## src/rtl/piso_pkg.sv

```systemverilog
// Shared types and helpers for the piso_frame_sr parallel-to-serial transmit shifter.
package piso_pkg;

    typedef enum logic {
        IDLE  = 1'b0,
        SHIFT = 1'b1
    } state_t;

    // Width of the bit-position counter for an n-bit frame.
    function automatic int cnt_w(input int n);
        return $clog2(n);
    endfunction

endpackage

```

## src/rtl/piso_bit_counter.sv

```systemverilog
// Bit-position counter for one serial frame; flags the strobe that completes the last bit.
module piso_bit_counter
    import piso_pkg::*;
#(
    parameter int NUM_BITS = 10,
    localparam int CW      = cnt_w(NUM_BITS)
) (
    input  logic          clk,
    input  logic          n_rst,
    input  logic          clear,
    input  logic          count_enable,
    input  logic [CW-1:0] rollover_val,
    output logic [CW-1:0] count,
    output logic          rollover
);

    assign rollover = count_enable && (count == rollover_val);

    // NOTE: sequential state uses non-blocking (<=) so every flop samples pre-edge values.
    always_ff @(posedge clk or negedge n_rst) begin
        if (!n_rst) begin
            count <= '0;
        end else if (clear) begin
            count <= '0;
        end else if (rollover) begin
            count <= '0;
        end else if (count_enable) begin
            count <= count + CW'(1);
        end
    end

endmodule

```

## src/rtl/piso_frame_sr.sv

```systemverilog
// Parallel-to-serial frame shifter: valid/ready word load, one bit per shift_enable strobe,
// gapless back-to-back frames, frame_done pulse and synchronous abort.
module piso_frame_sr
    import piso_pkg::*;
#(
    parameter int NUM_BITS  = 10,
    parameter bit SHIFT_MSB = 1'b1,
    parameter bit IDLE_BIT  = 1'b1
) (
    input  logic                clk,
    input  logic                n_rst,
    input  logic                shift_enable,
    input  logic                load_valid,
    output logic                load_ready,
    input  logic [NUM_BITS-1:0] parallel_in,
    input  logic                clear,
    output logic                serial_out,
    output logic                busy,
    output logic                frame_done
);

    localparam int                  CW        = cnt_w(NUM_BITS);
    localparam logic [NUM_BITS-1:0] IDLE_WORD = {NUM_BITS{IDLE_BIT}};
    localparam logic [CW-1:0]       LAST_IDX  = CW'(NUM_BITS - 1);

    state_t              state;
    logic [NUM_BITS-1:0] shreg;
    logic [NUM_BITS-1:0] shreg_shifted;
    logic [CW-1:0]       count;
    logic                bit_advance;
    logic                frame_end;
    logic                load_accept;

    assign busy        = (state == SHIFT);
    assign bit_advance = busy && shift_enable;

    // The last strobe of a frame opens the ready window so the next word lands with no gap bit.
    assign load_ready  = (state == IDLE) ||
                         (busy && (count == LAST_IDX) && shift_enable && !clear);
    assign load_accept = load_valid && load_ready && !clear;

    // The line bit comes straight off a register end, so no input reaches it combinationally.
    assign serial_out = SHIFT_MSB ? shreg[NUM_BITS-1] : shreg[0];

    piso_bit_counter #(
        .NUM_BITS(NUM_BITS)
    ) u_bit_counter (
        .clk         (clk),
        .n_rst       (n_rst),
        .clear       (clear || load_accept),
        .count_enable(bit_advance),
        .rollover_val(LAST_IDX),
        .count       (count),
        .rollover    (frame_end)
    );

    // NOTE: every always_comb output gets a default first, so no path can infer a latch.
    always_comb begin
        shreg_shifted = shreg;
        if (SHIFT_MSB) begin
            shreg_shifted = {shreg[NUM_BITS-2:0], IDLE_BIT};
        end else begin
            shreg_shifted = {IDLE_BIT, shreg[NUM_BITS-1:1]};
        end
    end

    // NOTE: the shift register drives the line directly, so it is reset like any control flop.
    always_ff @(posedge clk or negedge n_rst) begin
        if (!n_rst) begin
            state      <= IDLE;
            shreg      <= IDLE_WORD;
            frame_done <= 1'b0;
        end else begin
            frame_done <= frame_end && !clear;
            if (clear) begin
                state <= IDLE;
                shreg <= IDLE_WORD;
            end else if (load_accept) begin
                state <= SHIFT;
                shreg <= parallel_in;
            end else if (bit_advance) begin
                if (frame_end) begin
                    state <= IDLE;
                    shreg <= IDLE_WORD;
                end else begin
                    shreg <= shreg_shifted;
                end
            end
        end
    end

endmodule

```

## config.mk

```make
export PLATFORM = sky130hd
export DESIGN_NAME = piso_frame_sr
export DESIGN_NICKNAME = d
export VERILOG_FILES = /design/src/rtl/piso_pkg.sv /design/src/rtl/piso_bit_counter.sv /design/src/rtl/piso_frame_sr.sv
export SDC_FILE = /design/constraint.sdc
export NUM_CORES = 1
export LEC_CHECK = 0
export ABC_AREA = 1
export BUFFER_PORTS_ARGS = -buffer_cell sky130_fd_sc_hd__clkbuf_2
export CAP_MARGIN = 20
export CORE_MARGIN = 2
export CORE_UTILIZATION = 48
export DETAILED_ROUTE_END_ITERATION = 10
export PLACE_DENSITY = 0.72
export SLEW_MARGIN = 25
export SYNTH_ARGS = -nofsm -noshare
export SYNTH_HDL_FRONTEND = slang
export SYNTH_HIERARCHICAL = 1
export SYNTH_SLANG_ARGS = --single-unit
```

## constraint.sdc

```tcl
create_clock -name clk -period 1.4 [get_ports clk]
set_input_delay 0.14 -clock clk [delete_from_list [all_inputs] [get_ports clk]]
set_output_delay 0.14 -clock clk [all_outputs]
set_load 0.01 [all_outputs]
```

After elaboration in Yosys (flattened, before gate mapping). Cells that the tools add are included.

Bits in registers: 16. Logic and storage cells: 33.

Reduce and logical (&&, ||, !) cells: 15. Bitwise gates (word level): 1. Mux-type cells: 11. $add $sub $neg: 1. Eq/ne operators: 1.

Operators with widths (count): 10-bit 2-to-1 mux (4); 4-bit 2-to-1 mux (3); 3-bit nonzero test (3); 1-bit logical AND (8); 4-bit by 1-bit adder with 4-bit output, second input constant (1); 4-bit equality test, second input constant (1); 1-bit 2-to-1 mux (4); 1-bit logical OR (2); 2-bit AND reduction (1); 1-bit logical NOT (1); 1-bit inverter (1).

Depth between registers and ports, before layout. Gate-level depths: netlist (run 1).

Word-level depth: 9. Depth in mapped cells: 10. Mapped depth without buffers: 10.

Cells and area by module. Netlist (run 1), hierarchy kept.

By module, submodules not included: piso_frame_sr (cells an instance 96, instances 1, area each 735.7 µm²); piso_bit_counter (cells an instance 42, instances 1, area each 284.0 µm²).

Worst setup path before layout (run 1). OpenSTA, ideal clock, no wires.

Kind: reg-to-reg. From: register state, in the netlist busy. To: register state, in the netlist busy. Data arrival time: 1341 ps. Buffers on the path: 0. Clock period less this slack: 1465 ps. Setup time: 124 ps. Stages on the path, launching flop included: 10. Slack: -65 ps. Cells stage by stage: dfrtp_1 -> nand2_1 -> inv_1 -> nand2_1 -> nor2_1 -> nand3_2 -> inv_1 -> nor2_1 -> o211ai_1 -> nand2_1.

RTL lines: start: declaration (line piso_frame_sr.sv:26) `state_t state;`; start signal: assignment (line piso_frame_sr.sv:70) `state <= IDLE;`; start signal: assignment (line piso_frame_sr.sv:76) `state <= IDLE;`; start signal: assignment (line piso_frame_sr.sv:79) `state <= SHIFT;`; 1-bit logical AND (line piso_frame_sr.sv:35) `assign bit_advance = busy && shift_enable;`; net bit_advance (line piso_frame_sr.sv:30) `logic bit_advance;`; 1-bit logical AND (line piso_bit_counter.sv:17) `assign rollover = count_enable && (count == rollover_val);`; net frame_end (line piso_frame_sr.sv:31) `logic frame_end;`; 3-bit nonzero test (no line); 2-bit AND reduction (no line).

The timed path passes the listed nets, and every way through them passes these cells. A chain may end at the register's enable or synchronous reset.

Final worst setup path (run 1).
From: register u_bit_counter.count[0]. To: output port load_ready.

Longest elaborated chain between the ends: 5.

RTL lines: start: declaration (line piso_bit_counter.sv:13) `output logic [CW-1:0] count,`; start signal: assignment (line piso_bit_counter.sv:28) `count <= count + CW'(1);`; 4-bit equality test (line piso_frame_sr.sv:39) `(busy && (count == LAST_IDX) && shift_enable && !clear);`; 1-bit logical AND (3 in a row) (line piso_frame_sr.sv:39); 1-bit logical OR (line piso_frame_sr.sv:38) `assign load_ready = (state == IDLE) ||`; end: declaration (line piso_frame_sr.sv:14) `output logic load_ready,`.

No other way between the ends.

==> qor.yml, run 1 <==
cts:
  clk-insertion-delay-late_ns: 0.30
  clockRootBuffer: "clkbuf_4"
  cts_buffers: 3
  cts_sinks: 16
  tritoncts: "done"
  cts_buffer_depth: 2
  clkSlewWorstSetupHoldPaths_ns: 0.10
  htree_levels: 1
setup_path:
  end_kind: "output pin"
  crit_type: "reg2out"
  cp_num_buf_inv: 3
  path_max_fanout: 5
  path_delay_family: "flip-flops"
  rr_startpoint: "u_bit_counter/count[0]"
  cp_data_required_time_ns: 1.26
  crit_path_max_incr_delay_ns: 0.37
  path_cells: "inv_1 -> nor2_2 -> nand3_2 -> nand2_4 -> buf_6 -> buf_6"
  critPathMostFrequentCell: "buf_6"
  start_kind: "flop"
  crit_start: "u_bit_counter/count[0]"
  worstPathArrival_ns: 1.26
  crit_slowest_cell: "dfrtp_1"
yosys:
  syn_area_per_cell_um2: 7.39
  synthDistinctLibCells: 26
  synth-seq-cells: 16
  synth_top_area_share_pct: 25.8
  synth_area_um2: 1020
  synth_cells: 138
  synth_area_leaders: "dfstp_2, dfrtp_1, nand3_1"
  synth_top_cell_by_area: "dfstp_2"
  seq_area_frac_synth_pct: 40.5
  ys_warn_count: 6
floorplanning:
  start_util_pct: 51.5
  die_area_um2: 2510
  die_y_um: 50.1
  placementRows: 16
  die_w_um: 50.1
  io_pins: 19
  design.core.area_um2: 1980
detailed_routing:
  avgRoutedWirePerCell_um: 11.4
  dr.pass1.iters: 5
  drc_errors: 0
  dr_total_vias: 1045
  routed_wl_um: 2380
  drtIter0Drc: 19
  viasPerCell: 5.02
  antenna_left: 0
final_layout:
  final_common_cell: "nand2_1"
  utilization_pct: 71.5
  diodes: 0
  nFillCells: 158
  final_area_um2: 1420
  regArea_um2: 415
  areaGrowthSynthToFinish_pct: 39.0
  nNetsFinal: 198
  stdcell_count: 208
  final_layout_size_suffix_gt1_share_pct: 42.5
  final_cell_mix: "nand2_1, nand3_1, inv_1"
  multi_input_area_um2: 578
timing:
  setup_tns_ns: 0
  slew_viol_final: 0
  layout_setup_ws_ns: 0.0000553
  fin_crit_sh_pct: 100
  fin_crit_ns: 1.40
  hold_slack_ns: 0.0578
  setup_viol: 0
  skew_ns: 0.00786
  rsz0062_at_grt: "yes"
  max_freq_mhz: 714
  hold_viol: 0
power_and_ir_drop:
  finalPower_mw: 1.44
  vdd_drop_max_uv: 786
  power_density_nw_per_um2: 1010
  power_leakage_nw: 0.745
placed_design:
  dp_hpwl_um: 1710
  place_area_um2: 1240
  placed_cells: 197
  gp_congestion: 0.842
  post-place-ws_ns: -0.0842
  port_buffers: 18
global_routing:
  grt_pass1_wl_um: 4090
  grt_pass1_vias: 1006
  antenna_found_initial: 0
  track_usage_pct: 21.5
  overflow: 0
  grt_max_degree: 20
flow_run:
  maxCapViolCount: 0
min_path:
  min_from: "parallel_in[4]"
  worstHoldPathType: "in2reg"
outcome:
  status: "completed"
## metal layers
| layer | share of wire [%] | vias to the layer above | global-route usage [%] |
|---|---|---|---|
| met4 | 1.9 | 0 | 10.6 |
| met2 | 55 | 25 | 37.5 |
| li1 | - | 522 | - |
| met5 | 0 | - | 0 |
| met3 | 4.0 | 5 | 2.73 |
| met1 | 39 | 493 | 25.6 |
## area by class of cell
class / instances / share of cell area [%]
clock buffer: 4 / 2.56
inverter: 22 / 6.00
timing repair buffer: 38 / 19.0
multi-input combinational: 101 / 40.8
tap: 27 / 2.38
sequential: 16 / 29.3
## sequential cells by signal, summed over array words and instances (netlist names)
register,flops
busy,1
frame_done,1
shreg,10
u_bit_counter/count,4
## report_power, final
group	switching [mW]	internal (mW)
Combinational	0.265	0.228
Clock	0.155	0.159
Sequential	0.0504	0.581
## logic make-up after synthesis
logic type	count (synthesis)	synth area share, %
flops	16	40.5
xor+xnor	2	1.72
buf+inv	26	11.3
fa+ha+maj	1	1.23
other cells	2	0.736
compound gates	10	5.15
simple gates	81	39.4
## Yosys cell counts
library cell,number
xnor2_1,1
nor2_1,11
buf_2,2
nand4_1,5
inv_2,1
dfrtp_1,6
o21ai_1,4
nor3b_1,1
ha_1,1
nor3_1,4
dfstp_2,10
nand2_2,1
nor2_4,1
xor2_1,1
nand3_2,2
nand3_4,1
a21oi_1,1
o21ai_0,4
nand3_1,24
o211ai_1,1
inv_1,21
nand2_4,1
conb_1,2
buf_6,2
nor2_2,1
nand2_1,29
## worst register-to-register path, delay by kind of cell, from the launching register on
kind	cells	cell delay, ns
and+or+nand+nor	6	0.46
buffers and inverters	3	0.28
AOI/OAI and AO/OA	1	0.16
DFF	1	0.37
## what timing repair did
action                                  CTS  global route
hold buffers                              1             0
endpoints found under the hold margin     6             0
gates resized for setup                   3            24
endpoints found under the setup margin   14            15
setup buffers                             3             3
pin swaps                                 0             6
## worst paths after layout
kind	endpoint	slack, ns	depth (start not counted)
setup / recovery	load_ready	0.00006	6
hold / removal	shreg[4]	0.06	3
setup reg to reg	busy	0.03	10
hold reg to reg	shreg[1]	0.49	2
max in group asynchronous	shreg[4]	0.77	2
min in group asynchronous	u_bit_counter/count[0]	0.30	2
(Power assumes the default switching activity.)
==> inputs of run 2 (changes only) <==
ABC_AREA = default   (was 1)
BUFFER_PORTS_ARGS = -buffer_cell sky130_fd_sc_hd__buf_2   (was -buffer_cell sky130_fd_sc_hd__clkbuf_2)
CORE_UTILIZATION = 50   (was 48)
PLACE_DENSITY = 0.71   (was 0.72)
clock period = 1.45 ns   (was 1.4 ns; I/O delays follow)
==> run 2 against run 1 <==
  * The run now ends with setup timing left
  * Synthesized cell count fell by 19%
  * Power fell by 31%
  * Global-route usage rose by 1.9 points
  * Critical endpoint is now shreg[9]
  * First-iteration DRC count rose by 47%
  * Clock skew fell by 0.0035 ns
  * Setup slack got worse by 0.22 ns
  * Critical path type is now reg2reg
  * Sequential cell count did not move
==> qor.yml, run 2 <==
outcome:
  violations: "setup timing"
  status: "complete, but fails checks"  # was completed
yosys:
  synth_area_leaders: "dfstp_2, dfrtp_1, mux2i_1"  # was dfstp_2, dfrtp_1, nand3_1
  syn_area_per_cell_um2: 9.76  # was 7.39 um2
  ys_warn_count: 6  # unchanged
  yosysMostFrequentCell: "nor2_1"  # was nand2_1
  synth_area_um2: 1090  # was 1020 um2
  synthDistinctLibCells: 33  # was 26
  synth_compound_area_share_pct: 17.8  # was 5.15%
  synth_top_cell_by_area: "dfstp_2"  # unchanged
  seq_area_frac_synth_pct: 37.8  # was 40.5%
  synth_edf_count: 0  # unchanged
  async_reset_ff_share_pct: 100  # unchanged
  synth_cells: 112  # was 138
  synth_ff_type: "dfstp_2"  # unchanged
  synth_simple_gate_area_share_pct: 25.5  # was 39.4%
  synth_top_family_by_area: "simple AND/OR/NAND/NOR gates"  # unchanged
  synth_mux_area_share_pct: 9.15  # was 0%
  synth_common_cells: "nor2_1, a21oi_1, dfstp_2, mux2i_1, a21o_1"  # was nand2_1, nand3_1, inv_1
  synth-seq-cells: 16  # unchanged
  synth_xor_area_share_pct: 3.20  # was 1.72%
  synthAdderAreaFrac_pct: 1.14  # was 1.23%
  synth_top_area_share_pct: 24.0  # was 25.8%
final_layout:
  nNetsFinal: 174  # was 198
  top_regs: "shreg: 10 flops, u_bit_counter/count: 4 flops"  # unchanged
  largest_reg_flops: 10  # unchanged
  final_cell_mix: "buf_4, buf_2, nor2_1"  # was nand2_1, nand3_1, inv_1
  final_layout_size_suffix_gt1_share_pct: 45.9  # was 42.5%
  diodes: 0  # unchanged
  top_register: "shreg"  # unchanged
  final_common_cell: "buf_4"  # was nand2_1
  stdcell_count: 184  # was 208
  areaGrowthSynthToFinish_pct: 37.6  # was 39.0%
  utilization_pct: 74.4  # was 71.5%
min_path:
  worstHoldPathType: "in2reg"  # unchanged
  min_from: "parallel_in[0]"  # was parallel_in[4]
cts:
  tritoncts: "done"  # unchanged
  clk-insertion-delay-late_ns: 0.29  # was 0.30 ns
  cts_sinks: 16  # unchanged
  clockRootBuffer: "clkbuf_4"  # unchanged
  cts_buffers: 3  # unchanged
  htree_levels: 1  # unchanged
  cts_buffer_depth: 2  # unchanged
  clkSlewWorstSetupHoldPaths_ns: 0.10  # about the same
floorplanning:
  io_pins: 19  # unchanged
  placementRows: 16  # unchanged
  die_w_um: 50.8  # was 50.1 um
  start_util_pct: 54.1  # was 51.5%
  die_y_um: 50.8  # was 50.1 um
  die_area_um2: 2580  # was 2510 um2
  design.core.area_um2: 2020  # was 1980 um2
setup_path:
  start_kind: "flop"  # unchanged
  path_max_fanout: 3  # was 5
  crit_start: "u_bit_counter/count[3]"  # was u_bit_counter/count[0]
  crit_type: "reg2reg"  # was reg2out
  worstPathArrival_ns: 1.89  # was 1.26 ns
  rr_startpoint: "u_bit_counter/count[3]"  # was u_bit_counter/count[0]
  end_kind: "flop"  # was output pin
  cp_data_required_time_ns: 1.67  # was 1.26 ns
timing:
  hold_viol: 0  # unchanged
  slew_viol_final: 0  # unchanged
  layout_setup_ws_ns: -0.221  # was 0.0000553 ns
  fin_crit_ns: 1.67
  max_freq_mhz: 598
  rsz0062_at_grt: "yes"  # unchanged
  setup_viol: 16  # was 0
  fin_crit_sh_pct: 115
  hold_slack_ns: 0.0850  # was 0.0578 ns
  skew_ns: 0.00440  # was 0.00786 ns
global_routing:
  grt_pass1_wl_um: 4400  # was 4090 um
  grt_pass1_vias: 936  # was 1006
  track_usage_pct: 23.4  # was 21.5%
  overflow: 0  # unchanged
  grt_max_degree: 25  # was 20
  antenna_found_initial: 0  # unchanged
placed_design:
  dp_hpwl_um: 1630  # was 1710 um
  placed_cells: 168  # was 197
  gp_congestion: 0.788  # was 0.842
  port_buffers: 18  # unchanged
power_and_ir_drop:
  pwr-share-seq_pct: 50.2  # was 43.9%
  power_density_nw_per_um2: 658  # was 1010 nW/um2
  p_switching_uw: 280  # was 470 uW
  p_clk_share_pct: 25.3  # was 21.8%
  vdd_drop_max_uv: 674  # was 786 uV
  pwr-share-comb_pct: 24.5  # was 34.3%
  p_int_uw: 711  # was 967 uW
  swShare_pct: 28.3  # was 32.7%
  power_leakage_nw: 0.683  # was 0.745 nW
detailed_routing:
  antenna_left: 0  # unchanged
  dr_total_vias: 1012  # was 1045
  drtIter0Drc: 28  # was 19
  avgRoutedWirePerCell_um: 14.4  # was 11.4 um
  viasPerCell: 5.50  # was 5.02
  drc_errors: 0  # unchanged
  routed_wl_um: 2650  # was 2380 um
  dr.pass1.iters: 4  # was 5
flow_run:
  maxCapViolCount: 0  # unchanged
[run 2: cell types whose count changed after synthesis, sizes merged, moves of 3 or more]
cell	before	now
nand2	31	5
nand3	27	3
inv	22	2
a21oi	1	12
mux2i	0	10
a21o	0	9
nand4bb	0	8
o21ai	8	0
nand4	5	1
xnor2	1	4
[run 2: area by class of cell]
cell class,instances,area (um2)
clock buffers,4,26.3
well taps,27,33.8
multi-input cells,90,704
inverters,2,10.0
flip-flops and latches,16,413
fillers,145,517
repair buffers,45,318
[run 2: cell families (layout without fill, tap and decap cells)]
family                   count (synthesis)  count (layout)
adder cells (fa/ha/maj)                  1               1
other                                    2               6
XOR/XNOR                                 4               4
flip-flops                              16              16
AO/OA/AOI/OAI                           27              27
multiplexers                            10              10
AND/OR/NAND/NOR                         42              42
buffers and inverters                   10              51
[run 2: worst paths after layout]
kind / end / slack (ns) / cells past startpoint
hold / removal: shreg[0] / 0.09 / 3
hold reg to reg: shreg[0] / 0.62 / 2
min in group asynchronous: u_bit_counter/count[2] / 0.29 / 2
setup reg to reg: shreg[9] / -0.22 / 7
max in group asynchronous: shreg[2] / 0.84 / 2
setup / recovery: shreg[9] / -0.22 / 7
[run 2: power groups by stage]
stage | clock (mW) | combinational [mW] | sequential [mW]
final | 0.251 | 0.243 | 0.497
after global placement | 0 | 0.203 | 0.503
after floorplan | 0 | 0.136 | 0.505
after CTS | 0.263 | 0.231 | 0.496
after global routing | 0.271 | 0.265 | 0.500
after detailed placement | 0 | 0.208 | 0.503
[run 2: timing repair]
| action | 4_1_cts | 5_1_grt |
|---|---|---|
| endpoints found under the setup margin | 12 | 16 |
| hold buffers | 1 | 0 |
| buffers inserted | 11 | 3 |
| resized for setup | 9 | 6 |
| endpoints found under the hold margin | 6 | 0 |
| pin swaps | 12 | 5 |
[run 2: per-stage QoR]
stage          total power [mW]  setup slack, ns  setup TNS (ns)  cell area [um2]
2_1_floorplan             0.641           -0.104          -0.883             1120
3_3_place_gp              0.706           -0.109          -0.109             1310
3_5_place_dp              0.711           -0.169          -0.710             1310
4_1_cts                   0.990           -0.174          -0.708             1460
5_1_grt                    1.04           -0.290           -2.78             1510
6_report                  0.991           -0.221           -1.53             1510
[run 2: critical path, cell delays in order (launching register included)]
cell and delay [ns]:
dfrtp_1 0.43, xnor2_2 0.17, nand4_2 0.14, nor2_2 0.07, buf_6 0.11, or4bb_1 0.48, a21oi_2 0.13, mux2i_1 0.07
[run 2: per-layer routing]
layer | GRT usage (%) | wire length [um] | part of all wire (%)
met1 | 30.3 | 1140 | 43
met4 | 8.11 | 60 | 2.3
met3 | 3.57 | 126 | 4.8
met2 | 39.7 | 1320 | 50
met5 | 0 | 0 | 0
==> inputs of run 3 (changes only) <==
CTS_BUF_LIST = sky130_fd_sc_hd__clkbuf_16   (was default)
==> run 3 against run 2 <==
  * The flow still finishes with violations (setup timing)
  * Cell area increased by 5.2%
  * Clock power increased by 120%
  * Die area unchanged
  * Clock skew decreased by 0.0016 ns
  * Wire length increased by 14%
  * Global-route usage increased by 2.3 points
  * Clock-buffer cell count decreased by 1
  * Core utilization increased by 3.8 points
  * Register-to-register slack got worse by 0.07 ns
  * Largest cell class unchanged
==> qor.yml, run 3 (synthesis gave the netlist of run 2 again) <==
detailed_routing:
  drtIter0Drc: 24  # was 28
  dr.pass1.iters: 4  # unchanged
  routed_wl_um: 3010  # was 2650 um
  dr_total_vias: 1030  # was 1012
  avgRoutedWirePerCell_um: 16.0  # was 14.4 um
  antenna_left: 0  # unchanged
  drc_errors: 0  # unchanged
  viasPerCell: 5.48  # was 5.50
final_layout:
  nNetsFinal: 178  # was 174
  diodes: 0  # unchanged
  final_layout_size_suffix_gt1_share_pct: 47.8  # was 45.9%
  top_register: "shreg"  # unchanged
  final_cell_mix: "buf_4, buf_2, nor2_1"  # unchanged
  largest_reg_flops: 10  # unchanged
  top_regs: "shreg: 10 flops, u_bit_counter/count: 4 flops"  # unchanged
  stdcell_count: 188  # was 184
  final_area_um2: 1580  # was 1510 um2
  final_common_cell: "buf_4"  # unchanged
  areaGrowthSynthToFinish_pct: 44.7  # was 37.6%
timing:
  fin_crit_ns: 1.74  # was 1.67 ns
  hold_viol: 0  # unchanged
  setup_viol: 16  # unchanged
  slew_viol_final: 0  # unchanged
  setup_tns_ns: -2.32  # was -1.53 ns
  max_freq_mhz: 576  # was 598 MHz
  rsz0062_at_grt: "yes"  # unchanged
  skew_ns: 0.00280  # was 0.00440 ns
  layout_setup_ws_ns: -0.287  # was -0.221 ns
  hold_slack_ns: 0.136  # was 0.0850 ns
  fin_crit_sh_pct: 120  # was 115%
floorplanning:
  start_util_pct: 54.1  # unchanged
  die_area_um2: 2580  # unchanged
  die_y_um: 50.8  # unchanged
  placementRows: 16  # unchanged
  io_pins: 19  # unchanged
  design.core.area_um2: 2020  # unchanged
  die_w_um: 50.8  # unchanged
global_routing:
  overflow: 0  # unchanged
  grt_pass1_wl_um: 4820  # was 4400 um
  grt_pass1_vias: 1028  # was 936
  met2_usage_pct: 41.9  # was 39.7%
  grtUsageMet3_pct: 4.76  # was 3.57%
  track_usage_pct: 25.7  # was 23.4%
  grt_max_degree: 25  # unchanged
  grt_use_met1_pct: 32.9  # was 30.3%
  antenna_found_initial: 0  # unchanged
  busiest_layer: "met2"  # unchanged
cts:
  cts_buffer_depth: 2  # unchanged
  tritoncts: "done"  # unchanged
  cts_buffers: 3  # unchanged
  clockRootBuffer: "clkbuf_16"  # was clkbuf_4
  htree_levels: 1  # unchanged
  clk-insertion-delay-late_ns: 0.25  # was 0.29 ns
  clkSlewWorstSetupHoldPaths_ns: 0.05  # was 0.10 ns
  cts_sinks: 16  # unchanged
setup_path:
  path_cells: "xnor2_2 -> nand4_2 -> nor2_4 -> buf_6 -> or4bb_1 -> a21oi_2 -> mux2i_1"  # was xnor2_2 -> nand4_2 -> nor2_2 -> buf_6 -> or4bb_1 -> a21oi_2 -> mux2i_1
  rr_startpoint: "u_bit_counter/count[3]"  # unchanged
  start_kind: "flop"  # unchanged
  worstPathArrival_ns: 1.91  # was 1.89 ns
  crit_slowest_cell: "or4bb_1"  # unchanged
  cp_num_buf_inv: 1  # unchanged
  path_delay_family: "simple AND/OR/NAND/NOR gates"  # unchanged
  end_kind: "flop"  # unchanged
  crit_path_max_incr_delay_ns: 0.50  # was 0.48 ns
  cp_data_required_time_ns: 1.62  # was 1.67 ns
  crit_type: "reg2reg"  # unchanged
  crit_start: "u_bit_counter/count[3]"  # unchanged
  path_max_fanout: 3  # unchanged
placed_design:
  gp_congestion: 0.788  # unchanged
  placed_cells: 168  # unchanged
  post-place-ws_ns: -0.169  # unchanged
  dp_hpwl_um: 1630  # unchanged
  port_buffers: 18  # unchanged
  place_area_um2: 1310  # unchanged
min_path:
  min_from: "parallel_in[0]"  # unchanged
  worstHoldPathType: "in2reg"  # unchanged
power_and_ir_drop:
  swShare_pct: 24.8  # was 28.3%
  p_switching_uw: 321  # was 280 uW
  power_density_nw_per_um2: 820  # was 658 nW/um2
  vdd_drop_max_uv: 784  # was 674 uV
  pwr-share-seq_pct: 38.5  # was 50.2%
  p_int_uw: 977  # was 711 uW
  pwr-share-comb_pct: 19.6  # was 24.5%
  power_leakage_nw: 0.727  # was 0.683 nW
  p_clk_share_pct: 41.9  # was 25.3%
flow_run:
  maxCapViolCount: 0  # unchanged
outcome:
  status: "complete, but fails checks"  # unchanged
  violations: "setup timing"  # unchanged
run 3: final cells by class:
class	count	area, um2
fill	132	439
tap	27	33.8
clock buffer	3	75.1
clock inverter	1	3.75
timing repair buffer	49	344
inverter	2	10.0
multi-input combinational	90	703
sequential	16	413
run 3: metal layers:
metal / vias up / part of all wire (%)
met2: 24 / 50
li1: 494 / -
met3: 7 / 3.1
met1: 505 / 45
met5: - / 0
met4: 0 / 2.3
run 3: worst reg2reg max path, cell delays in order (launching register included):
cell and delay, ns:
dfrtp_1 0.42, xnor2_2 0.17, nand4_2 0.16, nor2_4 0.06, buf_6 0.12, or4bb_1 0.50, a21oi_2 0.15, mux2i_1 0.09
run 3: repair_timing:
item	CTS	global route
endpoints found under the hold margin	6	0
pin swaps	8	1
buffers inserted	13	4
gates cloned	0	0
setup endpoints to repair	10	16
hold buffers	1	0
gates resized for setup	11	4
run 3: power groups by stage:
stage	registers (mW)	clock network, mW	logic (mW)
floorplan	0.505	0	0.136
global placement	0.503	0	0.203
detailed placement	0.503	0	0.208
CTS	0.498	0.549	0.237
global route	0.502	0.567	0.277
finish	0.499	0.544	0.255
run 3: stage by stage:
| step | total power, mW | util, % |
|---|---|---|
| 2_1_floorplan | 0.641 | - |
| 3_3_place_gp | 0.706 | 64.7 |
| 3_5_place_dp | 0.711 | 64.7 |
| 4_1_cts | 1.28 | 76.0 |
| 5_1_grt | 1.35 | 78.3 |
| 6_report | 1.30 | 78.3 |
run 3: final timing paths:
check                                               to  slack (ns)  cells after the start
worst max-delay path                          shreg[9]       -0.29                      7
worst min-delay path                          shreg[0]        0.14                      3
worst max register to register                shreg[9]       -0.29                      7
worst min register to register                shreg[0]        0.63                      2
max in group asynchronous                     shreg[3]        0.80                      2
min in group asynchronous       u_bit_counter/count[2]        0.34                      2
